### config.mk
export PLATFORM = sky130hd
export DESIGN_NAME = analogue_acquisition_sequencer_flat
export DESIGN_NICKNAME = d
export VERILOG_FILES = /design/src/rtl/analogue_acquisition_sequencer_if.sv /design/src/rtl/analogue_acquisition_sequencer.sv /design/src/flat_wrapper.sv
export SDC_FILE = /design/constraint.sdc
export NUM_CORES = 1
export LEC_CHECK = 0
export ABC_AREA = 1
export BUFFER_PORTS_ARGS = -buffer_cell sky130_fd_sc_hd__buf_2
export CORE_ASPECT_RATIO = 0.9
export CORE_MARGIN = 2
export CORE_UTILIZATION = 35
export CTS_BUF_LIST = sky130_fd_sc_hd__clkbuf_16
export DETAILED_ROUTE_END_ITERATION = 12
export GPL_ROUTABILITY_DRIVEN = 1
export GPL_TIMING_DRIVEN = 0
export SYNTH_ARGS = -nofsm -noshare
export SYNTH_HDL_FRONTEND = slang
export SYNTH_SLANG_ARGS = --single-unit
### constraint.sdc
create_clock -name clk -period 2 [get_ports clk]
set_input_delay 0.2 -clock clk [delete_from_list [all_inputs] [get_ports clk]]
set_output_delay 0.2 -clock clk [all_outputs]
set_load 0.02 [all_outputs]
### src/rtl/analogue_acquisition_sequencer_if.sv
// Bundles the control, sample and buffer-write signals of the acquisition sequencer.
//   master : host / decimator side; drives arm, abort, lengths, samples and trigger,
//            and observes the buffer write port and status.
//   slave  : the sequencer itself.
// Signals:
//   arm, abort                 single-cycle start/re-arm and cancel requests
//   pretrig_len, posttrig_len  capture lengths, latched when an arm is accepted
//   sample_valid, sample_data  decimated sample stream
//   trigger                    trigger qualifier, meaningful only with sample_valid
//   dec_en                     decimator enable
//   wr_en, wr_addr, wr_data    capture RAM write port
//   trig_addr                  buffer address of the trigger sample
//   busy, done                 capture in progress / capture complete
interface analogue_acquisition_sequencer_if #(
    parameter int unsigned DATA_WIDTH = 8,
    parameter int unsigned ADDR_WIDTH = 10
);
    logic                  arm;
    logic                  abort;
    logic [ADDR_WIDTH-1:0] pretrig_len;
    logic [ADDR_WIDTH-1:0] posttrig_len;
    logic                  sample_valid;
    logic [DATA_WIDTH-1:0] sample_data;
    logic                  trigger;
    logic                  dec_en;
    logic                  wr_en;
    logic [ADDR_WIDTH-1:0] wr_addr;
    logic [DATA_WIDTH-1:0] wr_data;
    logic [ADDR_WIDTH-1:0] trig_addr;
    logic                  busy;
    logic                  done;

    modport master (
        output arm, abort, pretrig_len, posttrig_len, sample_valid, sample_data, trigger,
        input  dec_en, wr_en, wr_addr, wr_data, trig_addr, busy, done
    );

    modport slave (
        input  arm, abort, pretrig_len, posttrig_len, sample_valid, sample_data, trigger,
        output dec_en, wr_en, wr_addr, wr_data, trig_addr, busy, done
    );
endinterface

### src/rtl/analogue_acquisition_sequencer.sv
// Sequences one triggered capture into a circular sample buffer: fills a pre-trigger
// region, honours the first trigger after that fill, writes the post-trigger samples
// and stops with the buffer stable until re-armed.
// Ports:
//   clk  system clock
//   rst  synchronous active-high reset
//   bus  slave side of analogue_acquisition_sequencer_if (control, samples, RAM writes)
// All outputs are registered; a sample accepted in cycle N is written in cycle N+1.
module analogue_acquisition_sequencer #(
    parameter int unsigned DATA_WIDTH = 8,
    parameter int unsigned ADDR_WIDTH = 10
) (
    input  logic                           clk,
    input  logic                           rst,
    analogue_acquisition_sequencer_if.slave bus
);
    localparam int unsigned CntWidth = ADDR_WIDTH + 1;

    typedef enum logic [2:0] {StIdle, StPre, StArmed, StPost, StDone} state_e;

    state_e                state_q, state_d;
    logic [ADDR_WIDTH-1:0] ptr_q, ptr_d;
    // One counter serves both the pre-trigger and the post-trigger phase.
    logic [CntWidth-1:0]   cnt_q, cnt_d, cnt_inc;
    logic [ADDR_WIDTH-1:0] pre_len_q, pre_len_d;
    logic [ADDR_WIDTH-1:0] post_len_q, post_len_d;
    logic [ADDR_WIDTH-1:0] trig_addr_q, trig_addr_d;
    logic [ADDR_WIDTH-1:0] wr_addr_q;
    logic [DATA_WIDTH-1:0] wr_data_q;
    logic                  wr_en_q, wr_en_d;
    logic                  busy_q, busy_d;
    logic                  done_q, done_d;

    assign cnt_inc = cnt_q + 1'b1;

    always_comb begin
        state_d     = state_q;
        ptr_d       = ptr_q;
        cnt_d       = cnt_q;
        pre_len_d   = pre_len_q;
        post_len_d  = post_len_q;
        trig_addr_d = trig_addr_q;
        wr_en_d     = 1'b0;

        if (bus.abort) begin
            // Abort wins over everything, including a sample arriving this cycle.
            state_d = StIdle;
        end else begin
            case (state_q)
                StIdle, StDone: begin
                    if (state_q == StIdle) begin
                        ptr_d = '0;
                        cnt_d = '0;
                    end
                    if (bus.arm) begin
                        ptr_d      = '0;
                        cnt_d      = '0;
                        pre_len_d  = bus.pretrig_len;
                        post_len_d = bus.posttrig_len;
                        state_d    = (bus.pretrig_len == '0) ? StArmed : StPre;
                    end
                end
                StPre: begin
                    // Trigger is deliberately ignored until the pre-trigger fill completes.
                    if (bus.sample_valid) begin
                        wr_en_d = 1'b1;
                        ptr_d   = ptr_q + 1'b1;
                        cnt_d   = cnt_inc;
                        if (cnt_inc == {1'b0, pre_len_q}) begin
                            cnt_d   = '0;
                            state_d = StArmed;
                        end
                    end
                end
                StArmed: begin
                    if (bus.sample_valid) begin
                        wr_en_d = 1'b1;
                        ptr_d   = ptr_q + 1'b1;
                        if (bus.trigger) begin
                            trig_addr_d = ptr_q;
                            cnt_d       = '0;
                            state_d     = (post_len_q == '0) ? StDone : StPost;
                        end
                    end
                end
                StPost: begin
                    if (bus.sample_valid) begin
                        wr_en_d = 1'b1;
                        ptr_d   = ptr_q + 1'b1;
                        cnt_d   = cnt_inc;
                        if (cnt_inc == {1'b0, post_len_q}) begin
                            state_d = StDone;
                        end
                    end
                end
                default: state_d = StIdle;
            endcase
        end

        busy_d = (state_d == StPre) || (state_d == StArmed) || (state_d == StPost);
        done_d = (state_d == StDone);
    end

    always_ff @(posedge clk) begin
        if (rst) begin
            state_q     <= StIdle;
            ptr_q       <= '0;
            cnt_q       <= '0;
            pre_len_q   <= '0;
            post_len_q  <= '0;
            trig_addr_q <= '0;
            wr_addr_q   <= '0;
            wr_data_q   <= '0;
            wr_en_q     <= 1'b0;
            busy_q      <= 1'b0;
            done_q      <= 1'b0;
        end else begin
            state_q     <= state_d;
            ptr_q       <= ptr_d;
            cnt_q       <= cnt_d;
            pre_len_q   <= pre_len_d;
            post_len_q  <= post_len_d;
            trig_addr_q <= trig_addr_d;
            wr_en_q     <= wr_en_d;
            busy_q      <= busy_d;
            done_q      <= done_d;
            // Address/data hold their last written value between writes.
            if (wr_en_d) begin
                wr_addr_q <= ptr_q;
                wr_data_q <= bus.sample_data;
            end
        end
    end

    assign bus.dec_en    = busy_q;
    assign bus.busy      = busy_q;
    assign bus.done      = done_q;
    assign bus.wr_en     = wr_en_q;
    assign bus.wr_addr   = wr_addr_q;
    assign bus.wr_data   = wr_data_q;
    assign bus.trig_addr = trig_addr_q;
endmodule

### src/flat_wrapper.sv
// flat-port wrapper written by rule: the top's interface ports become plain ports
module analogue_acquisition_sequencer_flat 
#(
    parameter int unsigned DATA_WIDTH = 8,
    parameter int unsigned ADDR_WIDTH = 10
)
  (clk, rst, bus_arm, bus_abort, bus_pretrig_len, bus_posttrig_len, bus_sample_valid, bus_sample_data, bus_trigger, bus_dec_en, bus_wr_en, bus_wr_addr, bus_wr_data, bus_trig_addr, bus_busy, bus_done);
  analogue_acquisition_sequencer_if #(.DATA_WIDTH(DATA_WIDTH), .ADDR_WIDTH(ADDR_WIDTH)) bus_i ();
  input  logic clk;
  input  logic rst;
  input wire logic [$bits(bus_i.arm)-1:0] bus_arm;
  input wire logic [$bits(bus_i.abort)-1:0] bus_abort;
  input wire logic [$bits(bus_i.pretrig_len)-1:0] bus_pretrig_len;
  input wire logic [$bits(bus_i.posttrig_len)-1:0] bus_posttrig_len;
  input wire logic [$bits(bus_i.sample_valid)-1:0] bus_sample_valid;
  input wire logic [$bits(bus_i.sample_data)-1:0] bus_sample_data;
  input wire logic [$bits(bus_i.trigger)-1:0] bus_trigger;
  output wire logic [$bits(bus_i.dec_en)-1:0] bus_dec_en;
  output wire logic [$bits(bus_i.wr_en)-1:0] bus_wr_en;
  output wire logic [$bits(bus_i.wr_addr)-1:0] bus_wr_addr;
  output wire logic [$bits(bus_i.wr_data)-1:0] bus_wr_data;
  output wire logic [$bits(bus_i.trig_addr)-1:0] bus_trig_addr;
  output wire logic [$bits(bus_i.busy)-1:0] bus_busy;
  output wire logic [$bits(bus_i.done)-1:0] bus_done;
  assign bus_i.arm = bus_arm;
  assign bus_i.abort = bus_abort;
  assign bus_i.pretrig_len = bus_pretrig_len;
  assign bus_i.posttrig_len = bus_posttrig_len;
  assign bus_i.sample_valid = bus_sample_valid;
  assign bus_i.sample_data = bus_sample_data;
  assign bus_i.trigger = bus_trigger;
  assign bus_dec_en = bus_i.dec_en;
  assign bus_wr_en = bus_i.wr_en;
  assign bus_wr_addr = bus_i.wr_addr;
  assign bus_wr_data = bus_i.wr_data;
  assign bus_trig_addr = bus_i.trig_addr;
  assign bus_busy = bus_i.busy;
  assign bus_done = bus_i.done;
  analogue_acquisition_sequencer #(.DATA_WIDTH(DATA_WIDTH), .ADDR_WIDTH(ADDR_WIDTH)) u_core (.clk(clk), .rst(rst), .bus(bus_i));
endmodule
==> impl_metrics.csv <==
group,metric,value,unit
sta,hold_viol,0,
sta,worst_hold_slack,88.5,ps
hold_path,hp-start,"rst",
cts,htree_levels,3,
pwr,p_sw,0.000912,W
synthesis,syn_area,3480,um2
sta,skew,8.16,ps
synthesis,synthArstFlopShare,0,%
layout,fin_util,47.4,%
routing,firstDrtPassIters,4,
job,drv_cap,0,
status,status,"finished with violations",
status,violations,"setup timing",
layout,drive_above_1_share,26.2,%
layout,nets,626,
floorplan,ios,66,
pwr,max-vdd-ir-drop,0.392,mV
cts,clock_sinks,75,
global_route,grt_max_degree,16,
routing,routedWlPerCell,14.3,um
sta,timing.final.crit_share,102,%
synthesis,synth-seq-area-share,43.2,%
pwr,clock_power_share,45.8,%
pwr,leakagePower,1.88,nW
synthesis,synth_edf_count,0,
worst_setup_path,rr_worst_depth,14,
placement,placed_area,3960,um2
routing,ant_nets,0,
placement,gp_congestion,0.855,
synthesis,avgSynthCellArea,6.87,um2
placement,port_buffers,65,
worst_setup_path,end_kind,"flop",
worst_setup_path,r2r_slack,-50,ps
worst_setup_path,worstPathMaxFanout,5,
cts,clk_path_buf_depth,2,
routing,drcViolationCount,0,
sta,worstMarginPinSlew,605,ps
sta,fin_ws,-45.1,ps
worst_setup_path,crit-reg2reg-launch,"u_core.cnt_q[0]",
sta,slew-limit-headroom,59.7,%
pwr,swShare,26.7,%
layout,finalInstanceArea,4570,um2
routing,drt-total-wl,10300,um
routing,vias,3630,
cts,path_clk_slew,60,ps
placement,hpwl,7450,um
layout,diodes,0,
sta,period_needed,2050,ps
global_route,grt_pass1_vias,3347,
hold_path,min_delay_worst_endpoint,"u_core.cnt_q[0]",
worst_setup_path,cp.required,2250,ps
pwr,p_int,0.00250,W
routing,drt_iter0_drc,189,
layout,area_growth,31.5,%
sta,slew_viol_final,0,
floorplan,core,9660,um2
cts,cts_root_buf,"clkbuf_16",
cts,cts_made_buffers,9,
worst_setup_path,path_class,"reg -> reg",
global_route,grt_pass1_wl,16500,um
pwr,power_frac_seq,45.6,%
pwr,combPwrFrac,8.5,%
sta,setup_viol_count_final,4,
placement,dp.cells,697,
synthesis,synth_nets,542,
synthesis,synth_seq_cells,75,
synthesis,yosysUniqueCellTypes,32,
worst_setup_path,start_kind,"flop",
floorplan,die_area,10800,um2
pwr,power.density,746,nW/um2
floorplan,start_util,36.0,%
hold_path,min_path_cells,2,
cts,tritoncts,"done",
layout,stdcell_count,721,
global_route,track_usage,19.4,%
routing,viasPerCell,5.03,
global_route,overflow,0,
worst_setup_path,critPathArrivalTime,2300,ps
sta,max_freq,0.489,GHz
floorplan,row_count,34,
floorplan,die_height,98.6,um
floorplan,die_w,109,um
synthesis,yosys_warnings,0,
synthesis,synth_flop_cell,"dfxtp_1",
synthesis,synth_cells,506,
hold_path,hold_path_class,"in -> reg",
cts,clk_latency,340,ps
worst_setup_path,r2r-end,"u_core.cnt_q[3]",
sta,rsz0062_at_grt,"true",
sta,final.setup.tns,-111,ps
global_route,grt_antenna_before_repair,0,
[worst max-delay path by stage]
stage | startpoint | endpoint | slack, ps
2_1_floorplan | u_core.cnt_q[0] | u_core.bus.busy | 150
6_report | u_core.cnt_q[0] | u_core.cnt_q[3] | -50
3_5_place_dp | u_core.cnt_q[0] | u_core.bus.busy | -340
5_1_grt | u_core.cnt_q[0] | u_core.cnt_q[3] | -160
4_1_cts | u_core.cnt_q[0] | u_core.bus.busy | -6
3_3_place_gp | u_core.cnt_q[0] | u_core.bus.busy | -320
[Yosys cell counts (2+ instances only)]
| library cell | n | area share (%) |
|---|---|---|
| nand2_1 | 114 | 12 |
| dfxtp_1 | 75 | 43 |
| a21oi_1 | 55 | 7.9 |
| inv_1 | 54 | 5.8 |
| nor2_1 | 54 | 5.8 |
| nand3_1 | 48 | 6.9 |
| o21ai_0 | 39 | 5.6 |
| clkbuf_1 | 14 | 1.5 |
| nor3_1 | 9 | 1.3 |
| nor4_1 | 6 | 1.1 |
| nand4_1 | 4 | 0.72 |
| nor2_2 | 4 | 0.72 |
| o21ai_1 | 3 | 0.43 |
| xor2_1 | 3 | 0.76 |
| a21boi_0 | 2 | 0.43 |
| ha_1 | 2 | 0.72 |
| nand2_2 | 2 | 0.36 |
| nand3b_1 | 2 | 0.43 |
| nor2_4 | 2 | 0.65 |
| nor3b_1 | 2 | 0.43 |
[registers in the layout, summed over array words and instances (netlist names)]
signal                count
u_core.bus.wr_en          1
u_core.bus.wr_data        8
u_core.bus.busy           1
u_core.post_len_q        10
u_core.bus.done           1
u_core.bus.trig_addr     10
u_core.bus.wr_addr       10
u_core.cnt_q             11
u_core.pre_len_q         10
u_core.ptr_q             10
u_core.state_q            3
[power groups by stage]
stage | Sequential (W) | Combinational [W] | Clock, W
3_5_place_dp | 0.00159 | 0.000262 | 0
6_report | 0.00156 | 0.000291 | 0.00156
3_3_place_gp | 0.00159 | 0.000258 | 0
2_1_floorplan | 0.00159 | 0.000157 | 0
4_1_cts | 0.00156 | 0.000275 | 0.00159
5_1_grt | 0.00156 | 0.000325 | 0.00166
[critical path, cell delays in order (launching register included)]
cell and delay (ps):
dfxtp_4 390, ha_4 200, nand3_4 140, nor2_4 170, nand2_1 60, nand2_1 70
nand2_2 80, nand2_1 70, nor2_1 50, nand2_2 70, nor2_4 40, buf_6 120
a21oi_4 240, nand3_2 130, a21oi_2 140
[per-stage QoR]
step	setup slack (ps)	power [W]
2_1_floorplan	151	0.00175
3_3_place_gp	-317	0.00185
3_5_place_dp	-337	0.00185
4_1_cts	-6.26	0.00343
5_1_grt	-161	0.00355
6_report	-45.1	0.00341
[metal layers]
layer	GRT usage, %	share of wire, %	vias up
met3	3.90	5.4	11
met1	28.5	50	1690
li1	-	-	1841
met4	5.03	1.2	0
met2	29.0	43	88
met5	0	0	-
[layout by cell type (no fill, tap or decap), types with 3 or more instances in the layout]
cell type   n
clkbuf_2    4
nor3_1      8
inv_1      53
o21ai_0    39
a21oi_2     5
buf_2      66
nand3_1    38
clkbuf_1   10
nor4_1      6
buf_4       6
clkbuf_16   9
dfxtp_2     3
nor2_1     48
a21oi_1    50
nand2_2    15
nand4_1     4
nand3_2    10
nor2_2      7
xor2_1      3
dfxtp_4     3
dfxtp_1    69
nor2_4      5
nand2_1    98
[cells by family after synthesis]
family                   count (synthesis)  synth area share, %
AO/OA/AOI/OAI                          104                 15.8
XOR/XNOR                                 4                 1.01
adder cells (fa/ha/maj)                  2                0.719
buffers and inverters                   71                 7.81
flip-flops                              75                 43.2
AND/OR/NAND/NOR                        250                 31.5
[timing repair]
action,4_1_cts,5_1_grt
setup buffers,3,4
pin swaps,2,14
setup endpoints to repair,15,48
hold buffers,0,0
gates cloned,1,0
resized for setup,13,62
[layout make-up]
cell class | instances | area (um2)
tap | 126 | 158
multi-input combinational | 361 | 1940
timing repair buffer | 72 | 394
sequential | 75 | 1520
buffer | 16 | 70.1
inverter | 55 | 206
clock buffer | 9 | 225
fill | 946 | 5080
clock inverter | 7 | 61.3
No activity file was read; power rests on OpenSTA's default activity.
